--- config.mk ---
export PLATFORM = sky130hd
export DESIGN_NAME = hdc_prune_arbiter
export DESIGN_NICKNAME = d
export VERILOG_FILES = /design/src/rtl/hdc_prune_arbiter.sv
export SDC_FILE = /design/constraint.sdc
export NUM_CORES = 1
export LEC_CHECK = 0
export ABC_AREA = 1
export BUFFER_PORTS_ARGS = -buffer_cell sky130_fd_sc_hd__buf_4
export CELL_PAD_IN_SITES_DETAIL_PLACEMENT = 0
export CELL_PAD_IN_SITES_GLOBAL_PLACEMENT = 2
export CORE_MARGIN = 2
export CORE_UTILIZATION = 24
export DETAILED_ROUTE_END_ITERATION = 10
export PLACE_DENSITY = 0.83
export SLEW_MARGIN = 10
export SYNTH_ARGS = -nofsm -noshare
export SYNTH_HDL_FRONTEND = slang
export SYNTH_SLANG_ARGS = --single-unit
--- constraint.sdc ---
create_clock -name clk -period 2 [get_ports clk]
set_clock_uncertainty 0.1 [all_clocks]
set_input_delay 0.1 -clock clk [delete_from_list [all_inputs] [get_ports clk]]
set_output_delay 0.1 -clock clk [all_outputs]
set_load 0.02 [all_outputs]
--- src/rtl/hdc_prune_arbiter.sv ---
// ---------------------------------------------------------------------------
// hdc_prune_arbiter
//
// Shares the random-projection pruning datapath between the HDC encoder
// (bundling during training) and the associative search (query vs. class HVs).
// A granted pass walks the segment-select counter `ctr` through
// 0..SEQ_CYCLE_COUNT-1, one segment per enabled cycle, then pulses the
// owner's done output for one cycle.
//
// Parameters
//   SEQ_CYCLE_COUNT : segments per pruning pass (2..256)
//   CTR_W           : width of ctr, $clog2(SEQ_CYCLE_COUNT)
//
// Ports
//   clk, rst        : rising-edge clock, asynchronous active-high reset
//   en              : global enable; low blocks new grants and stalls a pass
//   enc_req         : encoder request (level)
//   srch_req        : search request (level)
//   enc_gnt         : encoder owns the datapath
//   srch_gnt        : search owns the datapath
//   enc_done        : one-cycle pulse, encoder pass complete
//   srch_done       : one-cycle pulse, search pass complete
//   pruning_hv      : datapath segment valid this cycle
//   ctr             : segment select for the pruning MUX
//   busy            : arbiter not idle
//
// Handshake: a requester raises its req and holds it as a level. The grant
// rises the cycle after the request is sampled in idle and stays high for the
// whole pass (including stall cycles). Completion is signalled by a one-cycle
// done pulse with the grant already low; the requester must drop req by the
// cycle after that pulse or it re-arbitrates. Dropping req while granted
// aborts the pass without a done pulse.
// ---------------------------------------------------------------------------
module hdc_prune_arbiter #(
  parameter int SEQ_CYCLE_COUNT = 4,
  parameter int CTR_W           = $clog2(SEQ_CYCLE_COUNT)
) (
  input  logic             clk,
  input  logic             rst,
  input  logic             en,
  input  logic             enc_req,
  input  logic             srch_req,
  output logic             enc_gnt,
  output logic             srch_gnt,
  output logic             enc_done,
  output logic             srch_done,
  output logic             pruning_hv,
  output logic [CTR_W-1:0] ctr,
  output logic             busy
);

  typedef enum logic [1:0] {
    S_IDLE  = 2'd0,
    S_PRUNE = 2'd1,
    S_DONE  = 2'd2
  } state_e;

  localparam logic [CTR_W-1:0] CTR_LAST = CTR_W'(SEQ_CYCLE_COUNT - 1);

  // owner / last_owner encoding: 0 = encoder, 1 = search
  state_e           state_q, state_d;
  logic [CTR_W-1:0] ctr_q, ctr_d;
  logic             owner_q, owner_d;
  logic             last_owner_q, last_owner_d;

  logic             owner_req;
  logic             in_prune;

  assign owner_req = owner_q ? srch_req : enc_req;
  assign in_prune  = (state_q == S_PRUNE);

  always_ff @(posedge clk or posedge rst) begin
    if (rst) begin
      state_q      <= S_IDLE;
      ctr_q        <= '0;
      owner_q      <= 1'b0;
      last_owner_q <= 1'b1;   // encoder wins the first tie after reset
    end else begin
      state_q      <= state_d;
      ctr_q        <= ctr_d;
      owner_q      <= owner_d;
      last_owner_q <= last_owner_d;
    end
  end

  always_comb begin
    state_d      = state_q;
    ctr_d        = ctr_q;
    owner_d      = owner_q;
    last_owner_d = last_owner_q;

    case (state_q)
      S_IDLE: begin
        ctr_d = '0;
        if (en && (enc_req || srch_req)) begin
          state_d = S_PRUNE;
          // Tie: serve whoever was not served last (round-robin).
          if (enc_req && srch_req) owner_d = ~last_owner_q;
          else                     owner_d = srch_req;
        end
      end

      S_PRUNE: begin
        // Abort outranks both stall and completion.
        if (!owner_req) begin
          state_d = S_IDLE;
          ctr_d   = '0;
        end else if (en) begin
          if (ctr_q == CTR_LAST) begin
            state_d = S_DONE;
            ctr_d   = '0;
          end else begin
            ctr_d = ctr_q + CTR_W'(1);
          end
        end
      end

      S_DONE: begin
        state_d      = S_IDLE;
        ctr_d        = '0;
        last_owner_d = owner_q;
      end

      default: begin
        state_d = S_IDLE;
        ctr_d   = '0;
      end
    endcase
  end

  // Grants, done pulses and ctr decode registered state only. The segment
  // valid additionally gates on en (stall) and on the owner still requesting
  // (no segment is consumed in the abort cycle).
  assign enc_gnt    = in_prune & ~owner_q;
  assign srch_gnt   = in_prune &  owner_q;
  assign enc_done   = (state_q == S_DONE) & ~owner_q;
  assign srch_done  = (state_q == S_DONE) &  owner_q;
  assign pruning_hv = in_prune & en & owner_req;
  assign ctr        = ctr_q;
  assign busy       = (state_q != S_IDLE);

endmodule

==> impl_metrics.toml, run 1 <==
[sta]
unrepaired_setup_endpoints_after_global_routing = "no"
whs_ns = 0.0599
maxSlewHeadroom_pct = 83.7
slew_viols_final = 0
period_share_pct = 70.4
finalSetupViolCount = 0
setup_tns_ns = 0
fin_crit_ns = 1.41
worst-slew-pin-transition_ns = 0.244
achievable-frequency_mhz = 710
finalHoldViolations = 0

[hold_path]
min_delay_path_depth = 3
timing.hold.worst_endpoint = "ctr[0]"
holdCritPathClass = "primary input to flip-flop"
hold_path.startpoint = "en"

[final_layout]
antenna_cells_inserted = 0
final_layout_size_suffix_gt1_share_pct = 28.4
postLayoutCellArea_um2 = 490
final-seq-area_um2 = 151
layout.cells.non_filler = 82
finish.net_count = 74
n_fill_cell = 151
synthToLayoutAreaGrowth_pct = 42.0
multi_input_comb_area_um2 = 160
final_core_utilization_pct = 37.2

[logic_synthesis]
yosysSeqAreaShare_pct = 43.8
synth_seq_cells = 6
ys_warn_count = 0
synth.cell_area_um2 = 345
syn_nets = 56
postSynthCellCount = 50
postSynthAreaPerCell_um2 = 6.91
synth_cell_type_count = 13

[placed_design]
globalplace.congestion = 0.745
numPlacedInstances = 77
portbufs = 12
postPlaceCellArea_um2 = 454
place.detailed.hpwl_um = 637

[floorplanning]
effective_utilization_at_floorplan_pct = 26.2
design.die.area_um2 = 1760
chipWidth_um = 41.9
row_count = 13
core_region_area_um2 = 1320
floorplan.die.height_um = 41.9
boundaryPins = 13

[global_route]
grt.met3_usage_pct = 3.48
grt_overflow_total = 0
grt_max_degree = 7
gr-usage-met2_pct = 13.4
grt_busiest_layer = "met1"
antenna_found_initial = 0
gr-usage-met1_pct = 13.5
grt_pass1_wl_um = 1300
grt_pass1_vias = 308
global_route.usage.total_pct = 10.3

[routing]
initial_drc_count = 2
antenna_left = 0
postRouteWirelength_um = 765
routed-via-count = 326
ratio_of_routed_vias_to_standard_cells = 3.98
remaining_drc_errors = 0
drt_first_pass_iters = 2
wl_per_instance_um = 9.33

[setup_path]
timing.rr.start = "ctr[0]"
worst_path_most_repeated_cell = "nand2_1"
worstPathCellList = "inv_2 -> nand2_1 -> nand2_1 -> nand2_1 -> nor2_1 -> buf_4"
critical_path_peak_fanout = 5
critPathMaxStageDelay_ns = 0.42
crit_family = "flip-flops"
cp_num_buf_inv = 2
arrival_ns = 1.21
cp_slowest_cell = "dfrtp_1"
ff2ff_setup_slack_ns = 0.80
r2r_end = "ctr[1]"
r2r.worst_path.cells = 4
worstSetupEndpointType = "output port"
timing.critical_path.from_type = "flip-flop"
worstSetupPathType = "flip-flop to output port"
critical_path_required_ns = 1.80

[clock_tree]
cts_buffers = 3
clk_root_buffer_cell = "clkbuf_4"
cts_num_sinks = 6
clock_insertion_delay_worst_skew_ns = 0.25
clock_tree.htree_level_count = 1
tritoncts = "done"
cts.clk_slew.worst_paths_ns = 0.04
clk_path_buf_depth = 2
cts_repair_resize_count = 0

[power]
ir_drop_mv = 0.382
power_density_nw_per_um2 = 919
power_leakage_nw = 0.279

[job]
timing.max_cap.violations = 0

[outcome]
result_of_the_run = "complete, no violations"
==> state kept, by name (all words and copies together) (netlist names) <==
name	cells
state_q	2
ctr	2
last_owner_q	1
owner_q	1
==> layer usage <==
metal	up-vias	wire length [µm]
li1	184	-
met1	130	375
met2	12	336
met3	0	52
met4	0	0
met5	-	0
==> power by group <==
group | total [mW] | internal [mW] | switching, mW | leakage [nW]
Sequential | 0.158 | 0.140 | 0.0186 | 0.0766
Combinational | 0.170 | 0.0670 | 0.103 | 0.188
Clock | 0.123 | 0.0758 | 0.0470 | 0.0150
Total | 0.451 | 0.282 | 0.168 | 0.279
==> stage by stage <==
step	power, mW	setup WS, ns
3_5_place_dp	0.332	0.784
6_report	0.451	0.591
3_3_place_gp	0.332	0.807
2_1_floorplan	0.266	0.759
4_1_cts	0.463	0.569
5_1_grt	0.491	0.487
==> cell families after synthesis <==
family,Yosys count,share of synthesized area (%)
adders and majority gates,1,3.62
buffers and inverters,9,9.78
AOI/OAI and AO/OA,3,5.07
xor gates and xnor gates,1,2.54
DFF,6,43.8
and+or+nand+nor,30,35.1
==> tightest hold or removal path, cell delays in order <==
cell and delay, ns:
buf_4 0.11, xnor2_1 0.11, nor2_1 0.04
==> timing repair <==
item,CTS,global route
hold buffers,1,0
hold endpoints to repair,6,0
setup buffers,0,0
==> worst max-delay path by stage <==
| stage | from | end | slack (ns) | cells past startpoint |
|---|---|---|---|---|
| 6_report | owner_q | pruning_hv | 0.59 | 6 |
| 5_1_grt | owner_q | pruning_hv | 0.49 | 6 |
| 4_1_cts | owner_q | pruning_hv | 0.57 | 6 |
| 3_5_place_dp | ctr[0] | ctr[1] | 0.78 | 4 |
| 3_3_place_gp | ctr[0] | ctr[1] | 0.81 | 4 |
| 2_1_floorplan | ctr[0] | ctr[1] | 0.76 | 4 |
==> cells in the mapped netlist <==
cell | number | area share, %
a21boi_0 | 1 | 2.2
a21oi_1 | 1 | 1.4
dfrtp_1 | 5 | 36
dfstp_2 | 1 | 7.6
ha_1 | 1 | 3.6
inv_1 | 8 | 8.7
inv_2 | 1 | 1.1
nand2_1 | 15 | 16
nand3_1 | 3 | 4.3
nor2_1 | 10 | 11
nor2_2 | 2 | 3.6
o21ai_1 | 1 | 1.4
xnor2_1 | 1 | 2.5
==> area by class of cell <==
| cell class | count | share of cell area [%] |
|---|---|---|
| inverter | 9 | 6.89 |
| timing repair buffer | 13 | 20.4 |
| multi-input combinational | 35 | 32.7 |
| clock buffer | 4 | 5.36 |
| sequential | 6 | 30.9 |
| tap | 15 | 3.83 |
==> cells in the final DEF, fill, tap and decap left out, types with 2 or more instances in the layout <==
cell / count
nand2_1: 15
inv_1: 8
nor2_2: 2
clkbuf_4: 3
buf_4: 12
nor2_1: 10
dfrtp_1: 5
nand3_1: 3
Note: power is estimated with default switching activity, not from simulation.
==> inputs of run 2 (changes only) <==
ABC_AREA = 0   (was 1)
CORE_UTILIZATION = 25   (was 24)
PLACE_DENSITY = 0.78   (was 0.83)
clock period = 1.32 ns   (was 2 ns; I/O delays follow)
==> impl_metrics.toml, run 2 <==
[sta]
fin_crit_ns = 1.33
maxSlewHeadroom_pct = 82.8
slew_viols_final = 0
layout_setup_ws_ns = -0.00529
achievable-frequency_mhz = 755
finalHoldViolations = 0
unrepaired_setup_endpoints_after_global_routing = "yes"
finalSetupViolCount = 1
worst-slew-pin-transition_ns = 0.251
period_share_pct = 100

[global_route]
grt_overflow_total = 0
grt_max_degree = 8
grt_pass1_vias = 313
grt_pass1_wl_um = 1360
global_route.usage.total_pct = 12.9
antenna_found_initial = 0

[logic_synthesis]
synth_largest_type_area_fraction_pct = 36.9
synth_cell_type_count = 19
yosysSeqAreaShare_pct = 44.6
synth_top_cells_by_area = "dfrtp_1 (37%), dfstp_2 (7.7%), mux2i_1 (5.9%)"
syn_nets = 38
post_synth_most_frequent_cells = "dfrtp_1 (5), nor2_1 (4), nand2b_1 (3)"
synth_seq_cells = 6
asyncSetResetFlopFracSynth_pct = 100
flip_flop_cell_with_the_highest_count_after_synthesis = "dfrtp_1"
post-synth-top-area-cell = "dfrtp_1"
ys_warn_count = 0
postSynthAreaPerCell_um2 = 10.6
postSynthCellCount = 32
synth_most_common_cell = "dfrtp_1"
synth.cell_area_um2 = 339
edff_count_synth = 0

[floorplanning]
chipWidth_um = 40.8
core_region_area_um2 = 1280
floorplan.die.height_um = 40.8
boundaryPins = 13
design.die.area_um2 = 1670
effective_utilization_at_floorplan_pct = 26.4
row_count = 13

[setup_path]
r2r.worst_path.cells = 3
worstSetupEndpointType = "flip-flop"
ff2ff_setup_slack_ns = -0.005
timing.rr.start = "ctr[1]"
critical_path_peak_fanout = 3
path_depth = 3
cp_num_buf_inv = 0
r2r_end = "ctr[0]"
cp_slowest_cell = "dfrtp_2"
arrival_ns = 1.38
crit_family = "flip-flops"
critical_path.startpoint = "ctr[1]"
worstPathCellList = "ha_4 -> or3b_4 -> a211oi_2"
timing.critical_path.from_type = "flip-flop"
critPathMaxStageDelay_ns = 0.43
critPathCapture = "ctr[0]"
critical_path_required_ns = 1.38
worstSetupPathType = "flip-flop to flip-flop"

[routing]
remaining_drc_errors = 0
drt_first_pass_iters = 2
initial_drc_count = 1
ratio_of_routed_vias_to_standard_cells = 4.65
postRouteWirelength_um = 835
antenna_left = 0
wl_per_instance_um = 11.8
routed-via-count = 330

[final_layout]
final_common_cell = "buf_4"
synthToLayoutAreaGrowth_pct = 69.7
antenna_cells_inserted = 0
layout_common_cells = "buf_4 (17), nor2_1 (4), clkbuf_4 (3), dfrtp_1 (3)"
final_core_utilization_pct = 44.8
finish.net_count = 63
n_fill_cell = 132
final_layout_size_suffix_gt1_share_pct = 58.9
layout.cells.non_filler = 71

[outcome]
result_of_the_run = "finished with violations"
failing_checks = "setup timing"

[placed_design]
globalplace.congestion = 0.757
portbufs = 12
place.detailed.hpwl_um = 659
detailedPlace.worstSlack_ns = -0.000402
numPlacedInstances = 61

[power]
sequential_share_of_power_pct = 31.2
totalPowerFinal_uw = 779
internal-power_uw = 516
power_density_nw_per_um2 = 1350
share_comb_of_total_power_pct = 45.7
clockPowerShare_pct = 23.1
ir_drop_mv = 0.641
power_leakage_nw = 0.286
switching_share_pct = 33.8
power_switching_uw = 263

[clock_tree]
cts_num_sinks = 6
clk_root_buffer_cell = "clkbuf_4"
tritoncts = "done"
clock_insertion_delay_worst_skew_ns = 0.25
cts_buffers = 3
cts.clk_slew.worst_paths_ns = 0.05
clock_tree.htree_level_count = 1
clk_path_buf_depth = 2

[job]
timing.max_cap.violations = 0

[hold_path]
holdCritPathClass = "primary input to flip-flop"
-- run 2: worst min-delay path by stage --
stage / slack, ns / to / depth (start not counted) / startpoint
global placement: -0.11 / state_q[0] / 2 / rst
floorplan: -0.24 / owner_q / 1 / rst
CTS: 0.01 / state_q[0] / 3 / srch_req
global route: 0.03 / state_q[0] / 3 / srch_req
detailed placement: -0.1 / state_q[1] / 2 / rst
finish: 0.02 / state_q[0] / 3 / srch_req
-- run 2: through the flow --
stage | TNS, ns | instance area [µm²] | hold slack (ns)
3_5_place_dp | -0.000402 | 473 | -0.0997
3_3_place_gp | 0 | 473 | -0.108
4_1_cts | -0.0417 | 564 | 0.0145
2_1_floorplan | -0.0207 | 349 | -0.244
5_1_grt | -0.226 | 576 | 0.0278
6_report | -0.00529 | 576 | 0.0197
-- run 2: layout make-up --
class	instances	area, µm²	share of cell area (%)
multi-input cells	24	209	36.3
repair buffers	20	160	27.8
flip-flops and latches	6	154	26.7
clock buffers	4	26.3	4.57
well taps	15	18.8	3.26
inverters	2	7.51	1.30
-- run 2: logic make-up after synthesis --
logic type                 Yosys count  share of synthesized area (%)
adders and majority gates            1                           3.69
buffers and inverters                2                           2.21
muxes                                2                           5.90
DFF                                  6                           44.7
and+or+nand+nor                     16                           30.3
AOI/OAI and AO/OA                    5                           13.3
-- run 2: repair_timing --
item,CTS,global route
pin swaps,1,1
gates cloned,0,0
setup endpoints to repair,4,6
hold endpoints to repair,6,0
setup buffers,5,1
hold buffers,1,0
resized for setup,3,4
-- run 2: layer usage --
| layer | GRT usage (%) | vias to the layer above | part of all wire, % |
|---|---|---|---|
| met3 | 3.26 | 2 | 5.1 |
| met1 | 12.4 | 155 | 35 |
| li1 | - | 164 | - |
| met4 | 7.50 | 0 | 2.3 |
| met5 | 0 | - | 0 |
| met2 | 24.2 | 9 | 57 |
-- run 2: tightest hold or removal path, stage by stage --
cell     delay, ns
buf_4         0.09
nor2_1        0.04
o32ai_1       0.11
-- run 2: power groups by stage --
stage          Sequential [mW]  Clock, mW  Combinational [mW]
6_report                 0.243      0.180               0.356
4_1_cts                  0.243      0.190               0.345
5_1_grt                  0.245      0.199               0.388
3_5_place_dp             0.248          0               0.272
3_3_place_gp             0.246          0               0.267
2_1_floorplan            0.248          0               0.151
